==> src/rtl/ara_scoreboard_issuer_if.sv <==
// Dispatcher/PE-facing bundle of the vector-instruction scoreboard and issuer.
// The design takes the slave modport. The dispatcher/PE side takes the master modport.
interface ara_scoreboard_issuer_if #(
  parameter int unsigned NrLanes = 4,
  parameter int unsigned NrVInsn = 8,
  parameter int unsigned NrVRegs = 32
);
  localparam int unsigned NrPEs = NrLanes + 4;
  localparam int unsigned IdW   = (NrVInsn > 1) ? $clog2(NrVInsn) : 1;
  localparam int unsigned RegW  = (NrVRegs > 1) ? $clog2(NrVRegs) : 1;

  // Request from the dispatcher
  logic                            req_valid_i;
  logic                            req_ready_o;
  logic [NrPEs-1:0]                req_pe_mask_i;
  logic [RegW-1:0]                 req_vs1_i;
  logic [RegW-1:0]                 req_vs2_i;
  logic [RegW-1:0]                 req_vd_i;
  logic                            req_use_vs1_i;
  logic                            req_use_vs2_i;
  logic                            req_use_vd_i;
  logic                            req_vm_i;

  // Issue broadcast towards the PEs
  logic                            issue_valid_o;
  logic [IdW-1:0]                  issue_id_o;
  logic [NrPEs-1:0]                issue_pe_mask_o;
  logic [NrVInsn-1:0]              hazard_vs1_o;
  logic [NrVInsn-1:0]              hazard_vs2_o;
  logic [NrVInsn-1:0]              hazard_vm_o;
  logic [NrVInsn-1:0]              hazard_vd_o;

  // PE feedback and status
  logic [NrPEs-1:0]                pe_ready_i;
  logic [NrPEs-1:0][NrVInsn-1:0]   pe_done_i;
  logic [NrVInsn-1:0]              vinsn_running_o;
  logic                            idle_o;

  modport slave (
    input  req_valid_i, req_pe_mask_i, req_vs1_i, req_vs2_i, req_vd_i,
           req_use_vs1_i, req_use_vs2_i, req_use_vd_i, req_vm_i,
           pe_ready_i, pe_done_i,
    output req_ready_o, issue_valid_o, issue_id_o, issue_pe_mask_o,
           hazard_vs1_o, hazard_vs2_o, hazard_vm_o, hazard_vd_o,
           vinsn_running_o, idle_o
  );

  modport master (
    output req_valid_i, req_pe_mask_i, req_vs1_i, req_vs2_i, req_vd_i,
           req_use_vs1_i, req_use_vs2_i, req_use_vd_i, req_vm_i,
           pe_ready_i, pe_done_i,
    input  req_ready_o, issue_valid_o, issue_id_o, issue_pe_mask_o,
           hazard_vs1_o, hazard_vs2_o, hazard_vm_o, hazard_vd_o,
           vinsn_running_o, idle_o
  );
endinterface

==> src/rtl/ara_scoreboard_issuer.sv <==
// Vector-instruction scoreboard and issuer.
// The block allocates instruction IDs and tracks the running bits of each PE.
// It derives RAW/WAR/WAW hazard vectors from per-register writer/reader tables.
// It broadcasts each accepted instruction to its PE subset until every PE has acknowledged.
module ara_scoreboard_issuer #(
  parameter int unsigned NrLanes = 4,
  parameter int unsigned NrVInsn = 8,
  parameter int unsigned NrVRegs = 32
) (
  input  logic                  clk_i,
  input  logic                  rst_ni,
  ara_scoreboard_issuer_if.slave bus
);
  localparam int unsigned NrPEs = NrLanes + 4;
  localparam int unsigned IdW   = (NrVInsn > 1) ? $clog2(NrVInsn) : 1;
  localparam int unsigned RegW  = (NrVRegs > 1) ? $clog2(NrVRegs) : 1;

  typedef enum logic [0:0] {
    ST_IDLE  = 1'b0,
    ST_ISSUE = 1'b1
  } state_e;

  state_e                          state_r;
  logic [NrPEs-1:0][NrVInsn-1:0]   running_r;
  logic [NrPEs-1:0][NrVInsn-1:0]   running_s;
  logic [NrVInsn-1:0]              vinsn_cur_s;
  logic [NrVInsn-1:0]              vinsn_next_s;
  logic [NrVInsn-1:0]              id_oh_s;
  logic [IdW-1:0]                  free_id_s;
  logic                            free_found_s;
  logic                            req_ready_s;
  logic                            alloc_s;
  logic                            ack_done_s;

  logic [NrVRegs-1:0][IdW-1:0]     writer_id_r;
  logic [NrVRegs-1:0][IdW-1:0]     writer_id_s;
  logic [NrVRegs-1:0]              writer_valid_r;
  logic [NrVRegs-1:0]              writer_valid_s;
  logic [NrVRegs-1:0][NrVInsn-1:0] writer_oh_s;
  logic [NrVRegs-1:0][NrVInsn-1:0] reader_r;
  logic [NrVRegs-1:0][NrVInsn-1:0] reader_live_s;
  logic [NrVRegs-1:0][NrVInsn-1:0] reader_s;

  logic [NrVInsn-1:0]              haz_vs1_s, haz_vs2_s, haz_vm_s, haz_vd_s;
  logic [NrVInsn-1:0]              haz_vs1_r, haz_vs2_r, haz_vm_r, haz_vd_r;
  logic                            issue_valid_r;
  logic [IdW-1:0]                  issue_id_r;
  logic [NrPEs-1:0]                issue_mask_r;
  logic [NrPEs-1:0]                acked_r;
  logic                            idle_r;

  // Occupancy per ID and lowest free ID (with its one-hot form)
  always_comb begin
    vinsn_cur_s  = {NrVInsn{1'b0}};
    free_found_s = 1'b0;
    free_id_s    = {IdW{1'b0}};
    id_oh_s      = {NrVInsn{1'b0}};
    for (int p = 0; p < int'(NrPEs); p++) begin
      vinsn_cur_s = vinsn_cur_s | running_r[p];
    end
    for (int i = int'(NrVInsn) - 1; i >= 0; i--) begin
      free_found_s = free_found_s | ~vinsn_cur_s[i];
      free_id_s    = vinsn_cur_s[i] ? free_id_s : IdW'(i);
    end
    for (int i = 0; i < int'(NrVInsn); i++) begin
      id_oh_s[i] = (free_id_s == IdW'(i));
    end
  end

  assign req_ready_s = (state_r == ST_IDLE) & free_found_s;
  assign alloc_s     = bus.req_valid_i & req_ready_s & (|bus.req_pe_mask_i);
  assign ack_done_s  = (((acked_r | bus.pe_ready_i) & issue_mask_r) == issue_mask_r);

  // Next running bits: retire done pulses, then add the new allocation
  always_comb begin
    running_s    = {(NrPEs*NrVInsn){1'b0}};
    vinsn_next_s = {NrVInsn{1'b0}};
    for (int p = 0; p < int'(NrPEs); p++) begin
      running_s[p] = (running_r[p] & ~bus.pe_done_i[p]) |
                     ((alloc_s & bus.req_pe_mask_i[p]) ? id_oh_s : {NrVInsn{1'b0}});
      vinsn_next_s = vinsn_next_s | running_s[p];
    end
  end

  // Pruned tables, hazard lookup and table update for the incoming instruction
  always_comb begin
    writer_oh_s    = {(NrVRegs*NrVInsn){1'b0}};
    reader_live_s  = {(NrVRegs*NrVInsn){1'b0}};
    reader_s       = {(NrVRegs*NrVInsn){1'b0}};
    writer_id_s    = {(NrVRegs*IdW){1'b0}};
    writer_valid_s = {NrVRegs{1'b0}};
    // Entries naming an instruction that is no longer running are invisible.
    for (int r = 0; r < int'(NrVRegs); r++) begin
      reader_live_s[r] = reader_r[r] & vinsn_cur_s;
      for (int i = 0; i < int'(NrVInsn); i++) begin
        writer_oh_s[r][i] = writer_valid_r[r] & (writer_id_r[r] == IdW'(i)) & vinsn_cur_s[i];
      end
    end
    haz_vs1_s = bus.req_use_vs1_i ? writer_oh_s[bus.req_vs1_i] : {NrVInsn{1'b0}};
    haz_vs2_s = bus.req_use_vs2_i ? writer_oh_s[bus.req_vs2_i] : {NrVInsn{1'b0}};
    haz_vm_s  = bus.req_vm_i ? {NrVInsn{1'b0}} : writer_oh_s[0];
    haz_vd_s  = bus.req_use_vd_i ? (writer_oh_s[bus.req_vd_i] | reader_live_s[bus.req_vd_i])
                                 : {NrVInsn{1'b0}};
    for (int r = 0; r < int'(NrVRegs); r++) begin
      writer_id_s[r]    = (alloc_s & bus.req_use_vd_i & (bus.req_vd_i == RegW'(r)))
                          ? free_id_s : writer_id_r[r];
      writer_valid_s[r] = (alloc_s & bus.req_use_vd_i & (bus.req_vd_i == RegW'(r)))
                          | (|writer_oh_s[r]);
      reader_s[r] = reader_live_s[r] |
                    ((alloc_s & ((bus.req_use_vs1_i & (bus.req_vs1_i == RegW'(r))) |
                                 (bus.req_use_vs2_i & (bus.req_vs2_i == RegW'(r))) |
                                 (~bus.req_vm_i & (r == 0))))
                     ? id_oh_s : {NrVInsn{1'b0}});
    end
  end

  // Issue FSM with registered broadcast outputs, plus scoreboard state
  always_ff @(posedge clk_i or negedge rst_ni) begin
    if (!rst_ni) begin
      state_r        <= ST_IDLE;
      running_r      <= {(NrPEs*NrVInsn){1'b0}};
      writer_id_r    <= {(NrVRegs*IdW){1'b0}};
      writer_valid_r <= {NrVRegs{1'b0}};
      reader_r       <= {(NrVRegs*NrVInsn){1'b0}};
      issue_valid_r  <= 1'b0;
      issue_id_r     <= {IdW{1'b0}};
      issue_mask_r   <= {NrPEs{1'b0}};
      acked_r        <= {NrPEs{1'b0}};
      haz_vs1_r      <= {NrVInsn{1'b0}};
      haz_vs2_r      <= {NrVInsn{1'b0}};
      haz_vm_r       <= {NrVInsn{1'b0}};
      haz_vd_r       <= {NrVInsn{1'b0}};
      idle_r         <= 1'b1;
    end else begin
      running_r      <= running_s;
      writer_id_r    <= writer_id_s;
      writer_valid_r <= writer_valid_s;
      reader_r       <= reader_s;
      idle_r         <= ~(|vinsn_next_s);
      case (state_r)
        ST_IDLE: begin
          if (alloc_s) begin
            state_r       <= ST_ISSUE;
            issue_valid_r <= 1'b1;
            issue_id_r    <= free_id_s;
            issue_mask_r  <= bus.req_pe_mask_i;
            acked_r       <= {NrPEs{1'b0}};
            haz_vs1_r     <= haz_vs1_s;
            haz_vs2_r     <= haz_vs2_s;
            haz_vm_r      <= haz_vm_s;
            haz_vd_r      <= haz_vd_s;
          end else begin
            issue_valid_r <= 1'b0;
          end
        end
        ST_ISSUE: begin
          // Dependencies that retire while the broadcast is held are released.
          haz_vs1_r <= haz_vs1_r & vinsn_next_s;
          haz_vs2_r <= haz_vs2_r & vinsn_next_s;
          haz_vm_r  <= haz_vm_r & vinsn_next_s;
          haz_vd_r  <= haz_vd_r & vinsn_next_s;
          if (ack_done_s) begin
            state_r       <= ST_IDLE;
            issue_valid_r <= 1'b0;
            acked_r       <= {NrPEs{1'b0}};
          end else begin
            acked_r <= acked_r | (bus.pe_ready_i & issue_mask_r);
          end
        end
        default: begin
          state_r       <= ST_IDLE;
          issue_valid_r <= 1'b0;
          acked_r       <= {NrPEs{1'b0}};
        end
      endcase
    end
  end

  assign bus.req_ready_o     = req_ready_s;
  assign bus.issue_valid_o   = issue_valid_r;
  assign bus.issue_id_o      = issue_id_r;
  assign bus.issue_pe_mask_o = issue_mask_r;
  assign bus.hazard_vs1_o    = haz_vs1_r;
  assign bus.hazard_vs2_o    = haz_vs2_r;
  assign bus.hazard_vm_o     = haz_vm_r;
  assign bus.hazard_vd_o     = haz_vd_r;
  assign bus.vinsn_running_o = vinsn_next_s;
  assign bus.idle_o          = idle_r;
endmodule
==> src/flat_wrapper.sv <==
// flat-port wrapper written by rule: the top's interface ports become plain ports
module ara_scoreboard_issuer_flat 
#(
  parameter int unsigned NrLanes = 4,
  parameter int unsigned NrVInsn = 8,
  parameter int unsigned NrVRegs = 32
)
  (clk_i, rst_ni, bus_req_valid_i, bus_req_pe_mask_i, bus_req_vs1_i, bus_req_vs2_i, bus_req_vd_i, bus_req_use_vs1_i, bus_req_use_vs2_i, bus_req_use_vd_i, bus_req_vm_i, bus_pe_ready_i, bus_pe_done_i, bus_req_ready_o, bus_issue_valid_o, bus_issue_id_o, bus_issue_pe_mask_o, bus_hazard_vs1_o, bus_hazard_vs2_o, bus_hazard_vm_o, bus_hazard_vd_o, bus_vinsn_running_o, bus_idle_o);
  ara_scoreboard_issuer_if #(.NrLanes(NrLanes), .NrVInsn(NrVInsn), .NrVRegs(NrVRegs)) bus_i ();
  input  logic clk_i;
  input  logic rst_ni;
  input wire logic [$bits(bus_i.req_valid_i)-1:0] bus_req_valid_i;
  input wire logic [$bits(bus_i.req_pe_mask_i)-1:0] bus_req_pe_mask_i;
  input wire logic [$bits(bus_i.req_vs1_i)-1:0] bus_req_vs1_i;
  input wire logic [$bits(bus_i.req_vs2_i)-1:0] bus_req_vs2_i;
  input wire logic [$bits(bus_i.req_vd_i)-1:0] bus_req_vd_i;
  input wire logic [$bits(bus_i.req_use_vs1_i)-1:0] bus_req_use_vs1_i;
  input wire logic [$bits(bus_i.req_use_vs2_i)-1:0] bus_req_use_vs2_i;
  input wire logic [$bits(bus_i.req_use_vd_i)-1:0] bus_req_use_vd_i;
  input wire logic [$bits(bus_i.req_vm_i)-1:0] bus_req_vm_i;
  input wire logic [$bits(bus_i.pe_ready_i)-1:0] bus_pe_ready_i;
  input wire logic [$bits(bus_i.pe_done_i)-1:0] bus_pe_done_i;
  output wire logic [$bits(bus_i.req_ready_o)-1:0] bus_req_ready_o;
  output wire logic [$bits(bus_i.issue_valid_o)-1:0] bus_issue_valid_o;
  output wire logic [$bits(bus_i.issue_id_o)-1:0] bus_issue_id_o;
  output wire logic [$bits(bus_i.issue_pe_mask_o)-1:0] bus_issue_pe_mask_o;
  output wire logic [$bits(bus_i.hazard_vs1_o)-1:0] bus_hazard_vs1_o;
  output wire logic [$bits(bus_i.hazard_vs2_o)-1:0] bus_hazard_vs2_o;
  output wire logic [$bits(bus_i.hazard_vm_o)-1:0] bus_hazard_vm_o;
  output wire logic [$bits(bus_i.hazard_vd_o)-1:0] bus_hazard_vd_o;
  output wire logic [$bits(bus_i.vinsn_running_o)-1:0] bus_vinsn_running_o;
  output wire logic [$bits(bus_i.idle_o)-1:0] bus_idle_o;
  assign bus_i.req_valid_i = bus_req_valid_i;
  assign bus_i.req_pe_mask_i = bus_req_pe_mask_i;
  assign bus_i.req_vs1_i = bus_req_vs1_i;
  assign bus_i.req_vs2_i = bus_req_vs2_i;
  assign bus_i.req_vd_i = bus_req_vd_i;
  assign bus_i.req_use_vs1_i = bus_req_use_vs1_i;
  assign bus_i.req_use_vs2_i = bus_req_use_vs2_i;
  assign bus_i.req_use_vd_i = bus_req_use_vd_i;
  assign bus_i.req_vm_i = bus_req_vm_i;
  assign bus_i.pe_ready_i = bus_pe_ready_i;
  assign bus_i.pe_done_i = bus_pe_done_i;
  assign bus_req_ready_o = bus_i.req_ready_o;
  assign bus_issue_valid_o = bus_i.issue_valid_o;
  assign bus_issue_id_o = bus_i.issue_id_o;
  assign bus_issue_pe_mask_o = bus_i.issue_pe_mask_o;
  assign bus_hazard_vs1_o = bus_i.hazard_vs1_o;
  assign bus_hazard_vs2_o = bus_i.hazard_vs2_o;
  assign bus_hazard_vm_o = bus_i.hazard_vm_o;
  assign bus_hazard_vd_o = bus_i.hazard_vd_o;
  assign bus_vinsn_running_o = bus_i.vinsn_running_o;
  assign bus_idle_o = bus_i.idle_o;
  ara_scoreboard_issuer #(.NrLanes(NrLanes), .NrVInsn(NrVInsn), .NrVRegs(NrVRegs)) u_core (.clk_i(clk_i), .rst_ni(rst_ni), .bus(bus_i));
endmodule
==> config.mk <==
export PLATFORM = sky130hd
export DESIGN_NAME = ara_scoreboard_issuer_flat
export DESIGN_NICKNAME = d
export VERILOG_FILES = /design/src/rtl/ara_scoreboard_issuer_if.sv /design/src/rtl/ara_scoreboard_issuer.sv /design/src/flat_wrapper.sv
export SDC_FILE = /design/constraint.sdc
export NUM_CORES = 2
export LEC_CHECK = 0
export ABC_AREA = 1
export BUFFER_PORTS_ARGS = -buffer_cell sky130_fd_sc_hd__clkbuf_2
export CAP_MARGIN = 10
export CELL_PAD_IN_SITES_DETAIL_PLACEMENT = 1
export CELL_PAD_IN_SITES_GLOBAL_PLACEMENT = 2
export CORE_ASPECT_RATIO = 2
export CORE_MARGIN = 2
export CORE_UTILIZATION = 32
export CTS_CLUSTER_DIAMETER = 30
export CTS_CLUSTER_SIZE = 12
export DETAILED_ROUTE_END_ITERATION = 6
export PLACE_DENSITY = 0.8
export SETUP_SLACK_MARGIN = 0.05
export SLEW_MARGIN = 20
export SYNTH_ARGS = -nofsm -noshare
export SYNTH_HDL_FRONTEND = slang
export SYNTH_SLANG_ARGS = --single-unit
==> constraint.sdc <==
create_clock -name clk_i -period 1.97 [get_ports clk_i]
set_input_delay 0.0985 -clock clk_i [delete_from_list [all_inputs] [get_ports clk_i]]
set_output_delay 0.0985 -clock clk_i [all_outputs]
set_load 0.02 [all_outputs]
==> flow_summary.ini, run 1 <==
[status]
status = did not finish
haltStage = global routing (5_1_grt)
stop_error = [ERROR GRT-0116] Global routing finished with congestion. Check the congestion regions in the DRC Viewer.

[global_routing]
grt_first_pass_wirelength_um = 491000
overflow = 534
grtUsageTotal = 0.689
grt_pass1_vias = 57900
grt_max_degree = 99

[clock_tree]
clock-sinks = 502
numCtsBuffers = 78
clock_path_buffers = 3
htree_levels = 3
root_buffer = clkbuf_16

[synth]
synth_top_family_by_area = simple AND/OR/NAND/NOR gates
ys_seq_area_frac = 0.411
async_flop_share = 1.00
syn_avg_cell_area_um2 = 6.89
synth_compound_area_frac = 0.202
netlist_top_cells_area = dfrtp_1 (41%), nand2_1 (12%), o21ai_0 (8.4%)
yosysTopAreaCell = dfrtp_1
synth_area_um2 = 30600
synth_seq_cells = 502
synthSimpleGateAreaFrac = 0.297
yosys.area_share.adder = 0
synth_ff_type = dfrtp_1
synthCells = 4444
synth_edf_count = 0
synth_top_area_share = 0.410
synth_cell_types = 48
syn-num-nets = 4546
synth_xor_xnor_area_share = 0
yosysWarnings = 0
muxShareOfSynthArea = 0

[floorplan]
pin_count = 156
initial_utilization = 0.323
rows = 160
die-width_um = 223
chipHeight_um = 441

[place]
dpl_cell_area_um2 = 43300
post-dp-hpwl_um = 200000
placed_cells = 6911
gp_congestion = 1.14
numPortBuffers = 155
[kinds of logic after synthesis]
kind of cell / Yosys count
buffers and inverters: 715
AND/OR/NAND/NOR: 2141
flip-flops: 502
AO/OA/AOI/OAI: 1086
[what timing repair did]
action,in CTS
endpoints found under the setup margin,511
gates resized for setup,479
pin swaps,106
endpoints found under the hold margin,575
gates cloned,9
hold buffers,75
buffers inserted,96
[metrics by stage]
step | TNS, ps | setup WS, ps | util
after floorplan | -3600 | -116 | -
after global placement | -336960 | -1370 | 0.456
after detailed placement | -372240 | -1540 | 0.456
after CTS | -239250 | -1390 | 0.524
[Yosys cell counts, types with 6 or more instances]
cell type / count
a21oi_1: 100
buf_1: 28
buf_2: 22
clkbuf_1: 159
clkinv_1: 12
dfrtp_1: 501
inv_1: 472
inv_2: 13
nand2_1: 975
nand2_2: 14
nand2_4: 6
nand3_1: 190
nand3_2: 7
nand3b_1: 8
nand4_1: 50
nor2_1: 611
nor2_2: 13
nor2_4: 6
nor3_1: 174
nor3b_1: 7
nor4_1: 54
o2111ai_1: 9
o211ai_1: 12
o21ai_0: 512
o21bai_1: 7
o221ai_1: 18
o22ai_1: 396
o2bb2ai_1: 7
or2_2: 19
[layer usage]
layer,overflow,global-route usage
met5,0,0.122
met4,205,0.751
met3,3,0.443
met2,326,0.937
met1,0,0.663
==> inputs of run 2 (changes only) <==
- CELL_PAD_IN_SITES_DETAIL_PLACEMENT: 1 -> not set
- CELL_PAD_IN_SITES_GLOBAL_PLACEMENT: 2 -> not set
- CORE_ASPECT_RATIO: 2 -> not set
- CORE_UTILIZATION: 32 -> 35
- CTS_CLUSTER_DIAMETER: 30 -> not set
- CTS_CLUSTER_SIZE: 12 -> not set
- PLACE_DENSITY: 0.8 -> not set
- PLACE_DENSITY_LB_ADDON: not set -> 0.15
- SETUP_SLACK_MARGIN: 0.05 -> not set
- clock period: 1.97 -> 2.6 ns (I/O delays scaled with it)
==> flow_summary.ini, run 2 <==
[status]
status = finished, violations left
violations = hold timing, setup timing

[sta]
worst_slew_margin_rel = 0.360
hold_viol = 1
final.setup.worst_slack_ps = -599
fin_skew_ps = 30.3
maxClockFrequency_mhz = 313
tightest_slew_ps = 956
setup_viol = 85
whs_ps = -2.24
min_period_over_period = 1.23
final_max_slew_viol_count = 0
finalWorstPathRequiredPeriod_ps = 3200
rsz0062_at_grt = true

[power]
power_frac_seq = 0.186
p_clk_frac = 0.162
power_mw = 52.6
p_sw_frac = 0.513
intPower_mw = 25.6
p_leak_nw = 22.5
power_switching_mw = 27.0
powerDensity_nw_per_um2 = 1140
comb_power_share = 0.652
peakVddDrop_v = 0.00177

[place]
placed_cells = 6424
post-dp-hpwl_um = 153000
numPortBuffers = 155
gp_congestion = 1.08
dpl_cell_area_um2 = 39600

[floorplan]
chipHeight_um = 300
pin_count = 156
die-width_um = 300
rows = 108
die_area_um2 = 89800
core_region_area_um2 = 86800
initial_utilization = 0.353

[min_path]
hp-class = in -> async

[layout]
regMostFlops = u_core.reader_r
nets = 5628
syn2layout_area_growth_pct = 50.8
final_cells = 6730
final_util = 0.532
layout_common_cells = nand2_1 (858), buf_4 (820), nor2_1 (531)
largestRegisters = u_core.reader_r (256), u_core.writer_id_r (96), u_core.running_r (64)
layout_commonest_cell = nand2_1
largest_reg_flops = 256
fin_area_um2 = 46100
layout-drive-gt1-share = 0.307

[synth]
syn-num-nets = 4546
synth_seq_cells = 502
synth_edf_count = 0
netlist_top_cells_area = dfrtp_1 (41%), nand2_1 (12%), o21ai_0 (8.4%)
synth_top_area_share = 0.410
synthCells = 4444
yosysMostFrequentCell = nand2_1
async_flop_share = 1.00
netlist_top_cells_count = nand2_1 (975), nor2_1 (611), o21ai_0 (512)
ys_seq_area_frac = 0.411
synth_area_um2 = 30600
syn_avg_cell_area_um2 = 6.89
yosysTopAreaCell = dfrtp_1
yosysWarnings = 0
synth_ff_type = dfrtp_1
synth_cell_types = 48

[clock_tree]
clock-sinks = 502
cts_tree = built
clkLatencyLatePin_ps = 690
path_clk_slew_ps = 60
root_buffer = clkbuf_16
htree_levels = 2
numCtsBuffers = 57
clock_path_buffers = 3

[global_routing]
grt_max_degree = 82
overflow = 0
grt_first_pass_wirelength_um = 280000
grt_pass1_vias = 37600
grtUsageTotal = 0.437
antenna_found_initial = 6

[worst_setup_path]
cp_data_arrival_time_ps = 3070
worstSetupPathType = reg -> out
cp-end-kind = output pin
cp-start-kind = flip-flop
path_max_fanout = 8
cp.required_ps = 2470

[route]
drt-total-wl_um = 204000
post-route-drc-count = 0
drtAntennaViolNets = 0
viasPerCell = 5.88
num_vias = 39600
initialDrtViolationCount = 4791
drtPass1Iterations = 6
routedWlPerCell_um = 30.3

[job]
cap_violations = 0
==> run 2: cell counts after synthesis <==
Identical to the previous run, type by type.
==> run 2: path summary, 6_finish.rpt <==
kind / start / endpoint / slack [ps] / cells after the start
max: u_core.running_r[5] / bus_vinsn_running_o[4] / -600 / 17
min: rst_ni / u_core.writer_id_r[58] / -2 / 2
max reg2reg: u_core.running_r[20] / u_core.bus.idle_o / -340 / 24
min reg2reg: u_core.reader_r[51] / u_core.reader_r[51] / 480 / 2
max in group asynchronous: rst_ni / u_core.running_r[47] / 1650 / 4
min in group clk_i: bus_req_pe_mask_i[7] / u_core.running_r[61] / 20 / 5
==> run 2: what timing repair did <==
action | 4_1_cts | 5_1_grt
setup endpoints to repair | 191 | 398
endpoints found under the hold margin | 394 | 0
gates resized for setup | 297 | 427
gates cloned | 4 | 7
buffers inserted | 40 | 55
pin swaps | 67 | 117
hold buffers | 102 | 0
==> run 2: per-stage QoR <==
stage          setup TNS (ps)  setup WS [ps]
4_1_cts                 -4790           -545
3_3_place_gp           -15880           -446
5_1_grt                -24720           -723
3_5_place_dp           -15110           -456
2_1_floorplan               0            467
6_report               -12160           -599
==> run 2: metal layers <==
metal	track usage	wire (um)	up-vias
li1	-	-	17200
met1	0.581	81200	19200
met2	0.657	87100	2529
met3	0.0949	21000	679
met4	0.251	14500	4
met5	0	31	-
==> run 2: kinds of logic after synthesis <==
kind of cell           Yosys count  synth area share
AO/OA/AOI/OAI                 1086             0.202
buffers and inverters          715            0.0901
flip-flops                     502             0.411
AND/OR/NAND/NOR               2141             0.297
==> run 2: area by class of cell <==
cell class	count	area (um2)
Fill cell	8474	40600
Clock inverter	22	284
Sequential cell	502	12600
Timing Repair Buffer	1237	10900
Multi-Input combinational cell	3229	17400
Inverter	499	1940
Clock buffer	84	1680
Antenna cell	2	5.00
Tap cell	1155	1450
==> run 2: power groups by stage <==
stage | combinational (mW) | sequential [mW] | clock (mW)
6_report | 34.3 | 9.80 | 8.52
5_1_grt | 35.2 | 9.93 | 8.90
4_1_cts | 29.2 | 9.72 | 8.61
3_5_place_dp | 25.1 | 9.84 | 0
3_3_place_gp | 25.1 | 9.83 | 0
2_1_floorplan | 10.8 | 10.0 | 0
==> run 2: worst max-delay path: stages (launching register included) <==
cell and delay (ps):
dfrtp_1 410, nor2_2 130, nand2_1 90, nor2_4 190
clkinv_4 120, nand2_4 90, nor2_2 50, nand2_4 80
nand3_4 90, buf_12 170, nor2_4 160, clkinv_4 150
o21bai_1 230, nor2_1 80, nand2_2 120, nor2_4 50
inv_2 50, clkbuf_8 130
(Power assumes the default switching activity.)
